`src/rtl/alu_op_seq.sv`:
```
// alu_op_seq: sequences one ALU opcode per accepted start across the shared
// register-select bus, the ALU input latches, the ALU control, the ALU output
// register and register write-back.
//
// Ports:
//   clk, reset          rising-edge clock, asynchronous active-low reset
//   start               request, honoured only in IDLE or BUS
//   opCode/para1/para2  opcode and register selects, captured on accepted start
//   busy/done/err       handshake: busy in every non-IDLE state, done in BUS,
//                       err one cycle after a start with para1 all-ones
//   paraOut             register select driven onto the bus (all-ones = none)
//   aluIn1/aluIn2       ALU input latch enables
//   control             ALU control
//   aluOutRegIn/Out     ALU output register latch enable / bus drive
//   regIn               register write-enable select (all-ones = none)
//   incr/fetch          PC increment / instruction-fetch request
//
// state  | meaning
// IDLE   | waiting for start
// OUT1   | operand-1 select on bus, PC increment
// LAT1   | ALU input-1 latched
// OUT2   | operand-2 select on bus (binary ops only)
// LAT2   | ALU input-2 latched (binary ops only)
// CTRL   | ALU control issued
// HOLD   | ALU control held for ALU_LAT cycles
// OUTREG | ALU result latched into output register
// BUS    | result write-back, fetch, done; may chain straight into OUT1
module alu_op_seq #(
    parameter int              SEL_W      = 6,
    parameter int              OP_W       = 4,
    parameter int              ALU_LAT    = 2,
    parameter logic [15:0]     UNARY_MASK = 16'h0000,
    parameter logic [15:0]     NOWB_MASK  = 16'h0000
) (
    input  logic             clk,
    input  logic             reset,
    input  logic             start,
    input  logic [OP_W-1:0]  opCode,
    input  logic [SEL_W-1:0] para1,
    input  logic [SEL_W-1:0] para2,
    output logic             busy,
    output logic             done,
    output logic             err,
    output logic [SEL_W-1:0] paraOut,
    output logic             aluIn1,
    output logic             aluIn2,
    output logic [OP_W-1:0]  control,
    output logic             aluOutRegIn,
    output logic             aluOutRegOut,
    output logic [SEL_W-1:0] regIn,
    output logic             incr,
    output logic             fetch
);

    if (ALU_LAT < 1 || ALU_LAT > 16) begin : gBadLat
        $error("alu_op_seq: ALU_LAT must be within 1..16");
    end

    localparam int               CNT_W = 5;
    localparam logic [SEL_W-1:0] NONE  = '1;

    typedef enum logic [3:0] {
        IDLE, OUT1, LAT1, OUT2, LAT2, CTRL, HOLD, OUTREG, BUS
    } state_t;

    state_t           state, stateNext;
    logic [SEL_W-1:0] op1, op2, op1Next, op2Next;
    logic [OP_W-1:0]  opc, opcNext;
    logic [CNT_W-1:0] holdCnt, holdCntNext;
    logic             canStart, accept, reject;

    // Opcodes beyond the 16 mask bits have no flag set.
    function automatic logic maskBit(input logic [15:0] mask, input logic [OP_W-1:0] op);
        if ((op >> 4) != '0) return 1'b0;
        return mask[4'(op)];
    endfunction

    always_comb begin
        stateNext   = state;
        op1Next     = op1;
        op2Next     = op2;
        opcNext     = opc;
        holdCntNext = holdCnt;
        canStart    = (state == IDLE) || (state == BUS);
        accept      = canStart && start && (para1 != NONE);
        reject      = canStart && start && (para1 == NONE);

        case (state)
            IDLE:   if (accept) stateNext = OUT1;
            OUT1:   stateNext = LAT1;
            LAT1:   stateNext = maskBit(UNARY_MASK, opc) ? CTRL : OUT2;
            OUT2:   stateNext = LAT2;
            LAT2:   stateNext = CTRL;
            CTRL: begin
                stateNext   = HOLD;
                holdCntNext = CNT_W'(ALU_LAT - 1);
            end
            HOLD: begin
                if (holdCnt == '0) stateNext = OUTREG;
                else holdCntNext = holdCnt - 1'b1;
            end
            OUTREG: stateNext = BUS;
            BUS:    stateNext = accept ? OUT1 : IDLE;
            default: stateNext = IDLE;
        endcase

        if (accept) begin
            op1Next = para1;
            op2Next = para2;
            opcNext = opCode;
        end
    end

    // Outputs are registered from the next state and next captured values,
    // so they always match the decode of the present state.
    always_ff @(posedge clk or negedge reset) begin
        if (!reset) begin
            state        <= IDLE;
            holdCnt      <= '0;
            op1          <= '0;
            op2          <= '0;
            opc          <= '0;
            busy         <= 1'b0;
            done         <= 1'b0;
            err          <= 1'b0;
            paraOut      <= NONE;
            aluIn1       <= 1'b0;
            aluIn2       <= 1'b0;
            control      <= '0;
            aluOutRegIn  <= 1'b0;
            aluOutRegOut <= 1'b0;
            regIn        <= NONE;
            incr         <= 1'b0;
            fetch        <= 1'b0;
        end else begin
            state        <= stateNext;
            holdCnt      <= holdCntNext;
            op1          <= op1Next;
            op2          <= op2Next;
            opc          <= opcNext;
            busy         <= (stateNext != IDLE);
            err          <= reject;
            done         <= 1'b0;
            paraOut      <= NONE;
            aluIn1       <= 1'b0;
            aluIn2       <= 1'b0;
            control      <= '0;
            aluOutRegIn  <= 1'b0;
            aluOutRegOut <= 1'b0;
            regIn        <= NONE;
            incr         <= 1'b0;
            fetch        <= 1'b0;
            case (stateNext)
                OUT1: begin
                    paraOut <= op1Next;
                    incr    <= 1'b1;
                end
                LAT1: begin
                    paraOut <= op1Next;
                    aluIn1  <= 1'b1;
                end
                OUT2:   paraOut <= op2Next;
                LAT2: begin
                    paraOut <= op2Next;
                    aluIn2  <= 1'b1;
                end
                CTRL, HOLD: control <= opcNext;
                OUTREG: aluOutRegIn <= 1'b1;
                BUS: begin
                    done  <= 1'b1;
                    fetch <= 1'b1;
                    if (!maskBit(NOWB_MASK, opcNext)) begin
                        aluOutRegOut <= 1'b1;
                        regIn        <= op1Next;
                    end
                end
                default: ;
            endcase
        end
    end

endmodule

```
`config.mk`:
```
export PLATFORM = sky130hd
export DESIGN_NAME = alu_op_seq
export DESIGN_NICKNAME = d
export VERILOG_FILES = /design/src/rtl/alu_op_seq.sv
export SDC_FILE = /design/constraint.sdc
export NUM_CORES = 1
export LEC_CHECK = 0
export ABC_AREA = 1
export CORE_MARGIN = 5
export CORE_UTILIZATION = 35
export DETAILED_ROUTE_END_ITERATION = 16
export PLACE_DENSITY = 0.66
export REMOVE_ABC_BUFFERS = 1
export SYNTH_ARGS = -nofsm -noshare
export SYNTH_HDL_FRONTEND = slang
export SYNTH_SLANG_ARGS = --single-unit
export TNS_END_PERCENT = 1
```
`constraint.sdc`:
```
create_clock -name clk -period 3.7 [get_ports clk]
set_clock_uncertainty 0.2 [all_clocks]
set_input_delay 0.74 -clock clk [delete_from_list [all_inputs] [get_ports clk]]
set_output_delay 0.74 -clock clk [all_outputs]
set_load 0.02 [all_outputs]
```
Yosys cells after proc, flatten, opt, wreduce, memory -nomap -nowiden
Memory sizes are Yosys's and may differ from the RTL's.
Cells that the tools add are included.
{"block": "totals", "regBits": 49, "out_inout_bits": 25, "wordCells": 81, "romBits": 32, "memories": 2}
{"memory": "(no name shown)", "words": 16, "word_bits": 1, "read_ports": 1, "rd_ports_with_merged_regs": 0, "write_ports": 0, "line_no": "75", "rtl": "return mask[4'(op)];"}
{"memory": "(no name shown)", "words": 16, "word_bits": 1, "read_ports": 1, "rd_ports_with_merged_regs": 0, "write_ports": 0, "line_no": "75"}
{"block": "classes", "magnitude_cmp": 2, "mux": 29, "n_reduce_logical": 12, "n_addsub": 1, "n_eq_ne": 19}
{"operator": "case mux 4 bit (9 select lines)", "count": 1}
{"operator": "equality test 4 x 3 -> 1 bit (second input constant)", "count": 8}
{"operator": "2-to-1 mux 6 bit", "count": 4}
{"operator": "equality test 4 x 2 -> 1 bit (second input constant)", "count": 4}
{"operator": "2-to-1 mux 1 bit", "count": 16}
{"operator": "2-to-1 mux 4 bit", "count": 4}
{"operator": "case mux 6 bit (2 select lines)", "count": 1}
{"operator": "less-than comparator 4 x 5 -> 1 bit (second input constant)", "count": 2}
{"operator": "case mux 5 bit (2 select lines)", "count": 1}
{"operator": "equality test 4 x 1 -> 1 bit (second input constant)", "count": 2}
{"operator": "equality test 4 bit (second input constant)", "count": 2}
{"operator": "equality test 6 bit (second input constant)", "count": 1}
{"operator": "!= test 6 bit (second input constant)", "count": 1}
{"operator": "OR reduction 2 bit", "count": 3}
{"operator": "logical NOT 5 bit", "count": 1}
{"operator": "2-to-1 mux 5 bit", "count": 1}
{"operator": "subtractor 5 x 1 -> 5 bit (second input constant)", "count": 1}
{"operator": "logical NOT 4 bit", "count": 1}
{"operator": "nonzero test 4 bit", "count": 1}
{"operator": "logical AND 1 bit", "count": 3}
{"operator": "2-to-1 mux 3 bit", "count": 1}
{"operator": "!= test 2 bit (second input constant)", "count": 1}
{"operator": "AND reduction 2 bit", "count": 1}
{"operator": "nonzero test 2 bit", "count": 1}
{"operator": "logical OR 1 bit", "count": 1}

Logic depth before layout (Yosys ltp)
{"block": "depth", "ltp_word": 12, "depth_mapped": 8, "ltp_nobuf": 7}

Worst setup path after synthesis
Ideal clock, no wire load.
{"block": "synth_path", "kind": "in2reg", "startpoint": "input port para1[4]", "endpoint": "register op2[1]", "path_buffers": 1, "arrival_time_ns": 1.503, "cell_stages": 6, "setup_slack_ns": 1.878, "cell_sequence": "nand2_1 nor2_1 nand2_1 clkbuf_1 nand3_1 and2_1"}
{"block": "synth_between", "elab_chain_len": 3}
{"item": "from (decl)", "line_no": "39", "rtl": "input logic [SEL_W-1:0] para1,"}
{"item": "!= test 6 bit", "line_no": "85", "rtl": "accept = canStart && start && (para1 != NONE);"}
{"item": "logical AND 1 bit", "line_no": "85"}
{"item": "2-to-1 mux 6 bit", "line_no": "107", "rtl": "if (accept) begin"}
{"item": "via op2Next[1]", "line_no": "67", "rtl": "logic [SEL_W-1:0] op1, op2, op1Next, op2Next;"}
{"item": "to (signal assigned)", "line_no": "139", "rtl": "op2 <= op2Next;"}
{"item": "to (decl)", "line_no": "67"}
The timed path passes the listed nets, and every way through them passes these cells.
A chain may end at the register's enable or synchronous reset.

Worst setup path in the final report
{"block": "layout_path", "startpoint": "input port para1[4]", "endpoint": "register paraOut[0]"}
{"block": "layout_between", "elab_chain_len": 7, "elab_cells_between_ends": 14}
{"item": "!= test 6 bit *", "line_no": "85"}
{"item": "logical AND 1 bit *", "line_no": "85"}
{"item": "2-to-1 mux 1 bit / 2-to-1 mux 4 bit (equally long branches)", "line_no": "103, 89"}
{"item": "case mux 4 bit (9 select lines)", "line_no": "88", "rtl": "case (state)"}
{"item": "equality test 4 x 3 -> 1 bit, or another cell as far along", "line_no": "153", "rtl": "case (stateNext)"}
{"item": "OR reduction 2 bit (no line)"}
{"item": "case mux 6 bit (2 select lines) *", "line_no": "153"}
{"item": "to (signal assigned)", "line_no": "155", "rtl": "paraOut <= op1Next;"}
{"item": "to (signal assigned)", "line_no": "159", "rtl": "paraOut <= op1Next;"}
{"item": "to (signal assigned)", "line_no": "162", "rtl": "OUT2: paraOut <= op2Next;"}
{"item": "to (decl)", "line_no": "44", "rtl": "output logic [SEL_W-1:0] paraOut,"}
Mark *: on every way between the ends. The rest lies on a longest branch, timed or not.

==> results.txt <==
outcome: complete, no violations
clock sinks: 48
met1 WL: 1920 µm
Hold Crit Class: flop to flop
post-CTS setup buffer count: 0
pwr/cell area: 795 nW/µm²
DP Wirelength: 2980 µm
reg2reg start: state[0]$_DFF_PN0_
core area: 5920 µm²
sequential fraction of the synthesis area: 0.568
simple-gate portion of the synthesized area: 0.269
count of cell types in the netlist: 24
WP data arrival: 2.49 ns
synthesized-area fraction occupied by adder cells: 0.0117
Final ANT Viol Nets: 0
router iterations before antenna repair: 4
max incr delay on CP: 0.47 ns
chip width: 88.2 µm
fmax: 0.406 GHz
proportion of synthesized area in mux cells: 0
Top Ports: 44
worst path required time: 3.72 ns
Routability Congestion: 0.765
# DRC: 0
Reg2Reg Depth: 7
register bit total from synthesis: 48
Final setup viols: 0
Hold EP: state[1]$_DFF_PN0_
Crit path top cell by count: nand2_1
top cells by area, synth: dfrtp_1 (42%), dfstp_2 (15%), inv_1 (8.6%), nand2_1 (7.9%), nand3_1 (7.0%)
H-tree Lvls: 2
GRT Residual Overflow: 0
maximum buffer depth of the clock tree: 2
Critical R2R Capture: paraOut[3]$_DFF_PN1_
CTS tree: done
CP max-delay cell: clkdlybuf4s50_1
RSZ-0062 raised after global routing: no
Pleak: 0.00136 µW
WL met3: 238 µm
Total GRT Usage: 0.111
worst skew pair latency: 0.29 ns
buffers plus inverters on the worst setup path: 1
Synth warnings: 0
Crit Path Category: primary input to flop
CP delay by family, top: simple AND/OR/NAND/NOR gates
setup_tns: 0 ns
largest net degree at the start of global routing: 49
xor/xnor cell area share of the yosys netlist: 0.00409
worst reg-to-reg setup slack: 1.81 ns
Core Rows: 28
Antenna diodes: 0
Wirelength per Cell: 11.4 µm
Area after DPL: 2610 µm²
I/O Buffers: 43
Slew Limit Fails: 0
crit path time final: 2.46 ns
synthesis-to-finish area growth: 27.0%
global-route wire length before repair: 6740 µm
total wire length: 4060 µm
CP max FO: 24
Max VDD drop: 0.000265 V
cell accounting for the most synthesized area: dfrtp_1
Post-Syn Area: 2140 µm²
hold path cells: 1
Synth Area in Compound Gates: 0.0380
largest family of logic cells by synthesized area: simple AND/OR/NAND/NOR gates
layout cell share with drive strength beyond 1: 0.125
Via density: 4.39
Num CTS Buffers: 5
hold bufs inserted after CTS: 0
Root Driver: clkbuf_8
die height: 88.2 µm
Design Area, Final: 2720 µm²
Slew HR: 0.337
fin crit share: 0.666
via count: 1564
Resize count post-CTS: 0
Iteration-0 DRC Markers: 54
number of global-route vias before repair: 1532
Max Cap Violations: 0
min-delay src: state[3]$_DFF_PN0_
clk slew on worst S/H paths: 0.08 ns
Nets: 301
syn_area_per_cell: 9.07 µm²
initial core utilization: 0.362
Worst setup EP type: flop
final hold violations: 0
worst-margin pin slew: 0.995 ns
area share of the leading cell type in the synthesized netlist: 0.421
CP Launch Type: primary input
uppermost routed layer: met4
metal2 WL: 1860 µm
CP Launch Point: para1[4]
antenna violations before repair: 0
Die ar.: 7780 µm²
crit-path cells: clkdlybuf4s50_1 > nand2_1 > nor2_1 > nand2_1 > nand2_4 > nand4_1 > nand3_1
synthesized instance count: 236
[synth_stat cells, drive strengths merged]
master,count
and2,6
dfstp,12
xor2,1
nand4,3
inv,49
nand3,30
dfrtp,36
nand3b,5
o21ai,10
nor2,17
nor3,2
buf,5
or2,1
o22ai,1
ha,2
a21oi,2
clkbuf,1
nand2,53
[registers in the layout (all words and copies together), names as in the netlist, 4 cells and up]
name / cells
control: 4
holdCnt: 5
op1: 6
op2: 6
opc: 4
paraOut: 6
regIn: 6
state: 4
[layout make-up]
| cell class | instances | area [µm²] |
|---|---|---|
| repair buffers | 43 | 425 |
| multi-input cells | 133 | 692 |
| well taps | 75 | 93.8 |
| flip-flops and latches | 48 | 1220 |
| fillers | 577 | 3200 |
| inverters | 49 | 184 |
| clock inverters | 2 | 35.0 |
| clock buffers | 6 | 72.6 |
[where the power goes]
group	leakage, µW	switching, µW	internal, µW
Clock	0.0000552	158	200
Combinational	0.000745	588	382
Sequential	0.000560	82.6	749
Total	0.00136	829	1330
[placed cells by master (no fill, tap or decap), types with 5 or more instances in the layout]
cell type / synthesis / layout
and2_1: 6 / 6
clkbuf_8: 0 / 5
clkdlybuf4s50_1: 0 / 42
dfrtp_1: 36 / 36
dfstp_2: 12 / 12
inv_1: 49 / 49
nand2_1: 45 / 45
nand2_2: 6 / 6
nand3_1: 30 / 30
nand3b_1: 5 / 5
nor2_1: 15 / 15
o21ai_0: 6 / 6
[through the flow]
stage          instances  hold slack, ns  utilization  worst slack [ns]  total power (µW)
4_1_cts              356           0.322        0.459              1.22              2190
6_report             356           0.323        0.459              1.24              2160
3_5_place_dp         348           0.310        0.441             0.918              1820
3_3_place_gp         348           0.303        0.441             0.999              1800
5_1_grt              356           0.343        0.459              1.06              2340
2_1_floorplan        230           0.244            -              1.72              1500
[metal layers]
| metal | GRT usage | up-vias |
|---|---|---|
| li1 | - | 803 |
| met1 | 0.153 | 721 |
| met2 | 0.172 | 36 |
| met3 | 0.0270 | 4 |
| met4 | 0.0412 | 0 |
| met5 | 0 | - |
[worst max path at each step]
stage                                      end  slack (ns)  cells after the start
final                     paraOut[0]$_DFF_PN1_        1.24                      7
after global routing      paraOut[4]$_DFF_PN1_        1.06                      8
after CTS                 paraOut[3]$_DFF_PN1_        1.22                      7
after detailed placement  paraOut[3]$_DFF_PN1_        0.92                      7
after global placement    paraOut[1]$_DFF_PN1_         1.0                      7
after floorplan           paraOut[0]$_DFF_PN1_        1.72                      6
[cells by family after synthesis]
| logic type | after synthesis |
|---|---|
| buffers and inverters | 55 |
| xor gates and xnor gates | 1 |
| adders and majority gates | 2 |
| DFF | 48 |
| and+or+nand+nor | 117 |
| AOI/OAI and AO/OA | 13 |
Power figures use the tool's default switching activity.
==> variant 1, RTL diff (same settings) <==
Set the parameter `SEL_W` to 7 (it was 6).
--- a/src/rtl/alu_op_seq.sv
+++ b/src/rtl/alu_op_seq.sv
@@ -26,7 +26,7 @@
 // OUTREG | ALU result latched into output register
 // BUS    | result write-back, fetch, done; may chain straight into OUT1
 module alu_op_seq #(
-    parameter int              SEL_W      = 6,
+    parameter int              SEL_W      = 7,
     parameter int              OP_W       = 4,
     parameter int              ALU_LAT    = 2,
     parameter logic [15:0]     UNARY_MASK = 16'h0000,
Interface: changed (resized para1, para2, paraOut and regIn); port bits go from 44 to 48. No check against the original RTL was run, so the function may have changed too.
==> variant 1 against the original RTL <==
Synthesized cell count is 8.1% higher; cell area is 8.8% higher; critical path depth stayed put; sequential cell count is 4 higher; synthesized area is 8.5% higher; setup slack worse by 190 ps; sequential power is 8.7% higher; maximum frequency is 7.0% lower; total power is 8.9% higher; die area is 7.5% higher; count of clock-buffer cells in the layout is 1 lower; global-route usage is 0.61 points higher; wire length is 14% higher.
==> variant 1: results (changes against the original RTL) <==
Global route
  • Initial antenna violation count: 0 (unchanged)
  • Total GRT Usage: 0.118 (+0.00608)
  • Number of global-route vias before repair: 1760 (+15%)
  • First-pass GRT wire length: 7990 um (+19%)
  • Largest net degree at the start of global routing: 35 (-29%)

Cells and area
  • Post-Layout Cell Count: 382 (+7.3%)
  • Layout cell share with drive strength beyond 1: 0.138 (+0.0131)
  • Final net count: 327 (+8.6%)
  • Fillers: 636 (+10%)

Power
  • Pleak: 1.47 nW (+8.1%)
  • Switching share of power: 0.391 (+0.00702)
  • Total design power: 2.35 mW (+8.9%)
  • Clk pwr share: 0.168 (+0.002)
  • VDD IR max: 0.369 mV (+39%)

Critical path
  • Slowest Stage Delay on Critical Path: 490 ps (+20 ps)
  • R2R Path End: paraOut[4]$_DFF_PN1_
  • Crit path arrival time: 2700 ps (+210 ps)

CTS
  • Clk slew on worst S/H paths: 100 ps (+20 ps)

Routing
  • Routed vias: 1720 (+10%)
  • Post-DR wirelength/cell: 12.1 um (+6.4%)
  • Initial DRC count: 66 (+22%)

Yosys
  • Mapped Cells: 255 (+8.1%)
  • Synth area leaders: dfrtp_1, dfstp_2, inv_1
  • Yosys cell types: 25 (+4.2%)
  • Ys flop type: dfrtp_1

Timing
  • Worst-Margin Slew: 723 ps (-271 ps)

Outcome
  • Status: finished, final reports clean

Min path
  • Worst Hold Class: input port to async pin

Placed design
  • GP Congestion: 0.798 (+4.4%)
  • Cells after DPL: 374 (+7.5%)
  • Post-DP HPWL: 3510 um (+18%)
  • Number of port buffers: 47 (+9.3%)
## variant 1: cell families after synthesis
kind of cell | after synthesis | share of synthesized area
AOI/OAI and AO/OA | 12 | 0.0312
xor gates and xnor gates | 1 | 0.00377
adders and majority gates | 2 | 0.0108
buffers and inverters | 61 | 0.110
DFF | 52 | 0.568
and+or+nand+nor | 127 | 0.276
## variant 1: layer usage
metal  GRT usage  part of all wire  vias to the layer above
met5           0                 0                        -
met3      0.0397             0.077                        6
met1       0.154              0.45                      789
met2       0.187              0.46                       48
met4      0.0293             0.011                        0
li1            -                 -                      877
## variant 1: cell type report
type | instances | area [um^2] | share of cell area
sequential | 52 | 1320 | 0.446
multi-input combinational | 142 | 748 | 0.253
timing repair buffer | 48 | 473 | 0.160
inverter | 55 | 206 | 0.0698
tap | 77 | 96.3 | 0.0326
clock buffer | 5 | 68.8 | 0.0233
clock inverter | 3 | 46.3 | 0.0157
## variant 1: worst max path at each step
stage | to | slack (ps) | cells after the start
after floorplan | paraOut[0]$_DFF_PN1_ | 1610 | 6
after global placement | paraOut[5]$_DFF_PN1_ | 780 | 7
after detailed placement | paraOut[1]$_DFF_PN1_ | 710 | 7
after CTS | paraOut[2]$_DFF_PN1_ | 1030 | 7
after global routing | paraOut[4]$_DFF_PN1_ | 820 | 7
final | paraOut[2]$_DFF_PN1_ | 1050 | 7
## variant 1: worst max-delay path: cells and delay by family
| kind | cells | cell delay (ps) |
|---|---|---|
| simple gates | 6 | 1470 |
| buf+inv | 1 | 490 |
## variant 1: through the flow
stage	instance area [um^2]	setup slack [ps]	utilization	hold WS, ps
after detailed placement	2840	710	0.445	342
after global placement	2840	777	0.445	329
final	2960	1050	0.463	281
after floorplan	2270	1610	-	244
after global routing	2960	820	0.463	346
after CTS	2960	1030	0.463	307
==> variant 2, RTL diff (same flow settings) <==
Made on the original files. `op1` and `op2` no longer have a reset.
--- a/src/rtl/alu_op_seq.sv
+++ b/src/rtl/alu_op_seq.sv
@@ -117,8 +117,6 @@
         if (!reset) begin
             state        <= IDLE;
             holdCnt      <= '0;
-            op1          <= '0;
-            op2          <= '0;
             opc          <= '0;
             busy         <= 1'b0;
             done         <= 1'b0;
@@ -135,8 +133,6 @@
         end else begin
             state        <= stateNext;
             holdCnt      <= holdCntNext;
-            op1          <= op1Next;
-            op2          <= op2Next;
             opc          <= opcNext;
             busy         <= (stateNext != IDLE);
             err          <= reject;
@@ -179,5 +175,10 @@
         end
     end
 
+    always_ff @(posedge clk) begin
+        op1 <= op1Next;
+        op2 <= op2Next;
+    end
+
 endmodule
 
Behaviour: same outputs for any inputs over 10 cycles, from zero or initial values and one cycle with reset low; that may be too few to reach the edited logic, so the function may still have changed.
==> variant 2 against the original RTL <==
Sequential cell count unchanged; total power shrank 0.64%; sequential power grew 0.5%; wire length increased by 2.4%; largest power group unchanged; setup slack worse by 20 ps; critical path type unchanged; sequential share of layout area is 1.2 points lower; die area is 2.5% lower; synthesized cell count stayed put; global-route usage is 1.1 points higher; synthesized area is 2.8% lower; maximum frequency is 0.80% lower; hold slack got worse by 4.6 ps; cell area down 2.4%.
==> variant 2: results (changes against the original RTL) <==
Routing
  • Post-DR wirelength/cell: 11.7 um (+2.4%)
  • DR pass1 iterations: 4 (unchanged)
  • Total Wirelength: 4160 um (+2.4%)
  • Initial DRC count: 94 (+74%)
  • Metal2 WL: 1900 um (+1.8%)
  • Vias/cell: 4.43 (+0.83%)
  • Max layer used: met4
  • WL met3: 334 um (+40%)
  • Metal-1 WL: 1890 um (-1.6%)

CTS
  • Setup Fix Bufs, Post-CTS: 0 (unchanged)
  • Clk root buf: clkbuf_8
  • CTS Buffer Depth: 2 (unchanged)
  • Cells resized by post-CTS repair: 0 (unchanged)

Placed design
  • GP Congestion: 0.797 (+4.3%)
  • Post-DP HPWL: 3190 um (+7.2%)
  • Number of port buffers: 43 (unchanged)

Critical path
  • Worst setup path startpoint: para1[5]
  • R2R Setup Slk: 1830 ps (+20 ps)
  • Crit path arrival time: 2510 ps (+20 ps)
  • Delay-heaviest family, CP: simple AND/OR/NAND/NOR gates
  • Slowest Stage Delay on Critical Path: 480 ps
  • Setup crit end: paraOut[3]$_DFF_PN1_
  • Worst Path Max Fanout: 24 (unchanged)

Min path
  • Min-delay src: state[3]$_DFF_PN0_
  • Hold Crit Endpoint: state[1]$_DFF_PN0_
  • Hold depth: 1 (unchanged)

Global route
  • Met2 usage: 0.193 (+0.0212)
  • Number of global-route vias before repair: 1611 (+5.2%)
  • First-pass GRT wire length: 7310 um (+8.5%)
  • Total GRT Usage: 0.122 (+0.0107)
  • Initial antenna violation count: 0 (unchanged)
  • Largest net degree at the start of global routing: 37 (-24%)
  • Met1 usage: 0.160 (+0.00721)
  • M3 GR Usage: 0.0378 (+0.0108)

Yosys
  • Yosys cell types: 25 (+4.2%)
  • Compound-Gate Fraction of Synth Area: 0.0391 (+0.00110)
  • Synthesis warning total: 0 (unchanged)
  • Multiplexer share of the synthesized area: 0 (unchanged)
  • Synth Area in Adders: 0.0120 (+0.000337)
  • Sequential-to-total area share from yosys stat: 0.556 (-0.0125)
  • Post-synth ARST share: 0.750 (-0.250)
  • Xor and xnor area share after synthesis: 0.00421 (+0.000118)
  • Post-synth top cells: inv_1, nand2_1, nand3_1
  • Synth area leaders: dfrtp_1, dfstp_2, dfxtp_1
  • Mapped Cells: 236 (unchanged)
  • Ys flop type: dfrtp_1

Power
  • VDD IR max: 0.323 mV (+22%)
  • P_seq: 0.836 mW (+0.5%)
  • Switch Pwr: 0.841 mW (+1.4%)
  • Pleak: 1.33 nW (-2.3%)

Cells and area
  • Fillers: 573 (-0.69%)
  • Diodes inserted: 0 (unchanged)
  • Layout cell share with drive strength beyond 1: 0.125 (unchanged)

Timing
  • Headroom to the max-slew limit: 0.464 (+0.127)
  • Final setup violation count: 0 (unchanged)

Outcome
  • Status: finished, final reports clean
## variant 2: changes by cell type after synthesis, sizes merged
cell   change
dfrtp     -12
dfxtp     +12
## variant 2: metrics by stage
step / util / worst slack (ps) / hold slack (ps) / instance area (um^2) / power [mW]
after global routing: 0.454 / 1080 / 344 / 2650 / 2.35
final: 0.454 / 1220 / 318 / 2650 / 2.15
after global placement: 0.436 / 1040 / 298 / 2550 / 1.80
after floorplan: - / 1720 / 244 / 2030 / 1.50
after detailed placement: 0.436 / 885 / 302 / 2550 / 1.83
after CTS: 0.454 / 1210 / 312 / 2650 / 2.18
## variant 2: cell type report
type / instances / area [um^2] / share of cell area
Clock buffer: 7 / 97.6 / 0.0368
Clock inverter: 1 / 5.00 / 0.00189
Inverter: 49 / 184 / 0.0693
Multi-Input combinational cell: 133 / 692 / 0.261
Sequential cell: 48 / 1160 / 0.436
Tap cell: 75 / 93.8 / 0.0354
Timing Repair Buffer: 43 / 425 / 0.160
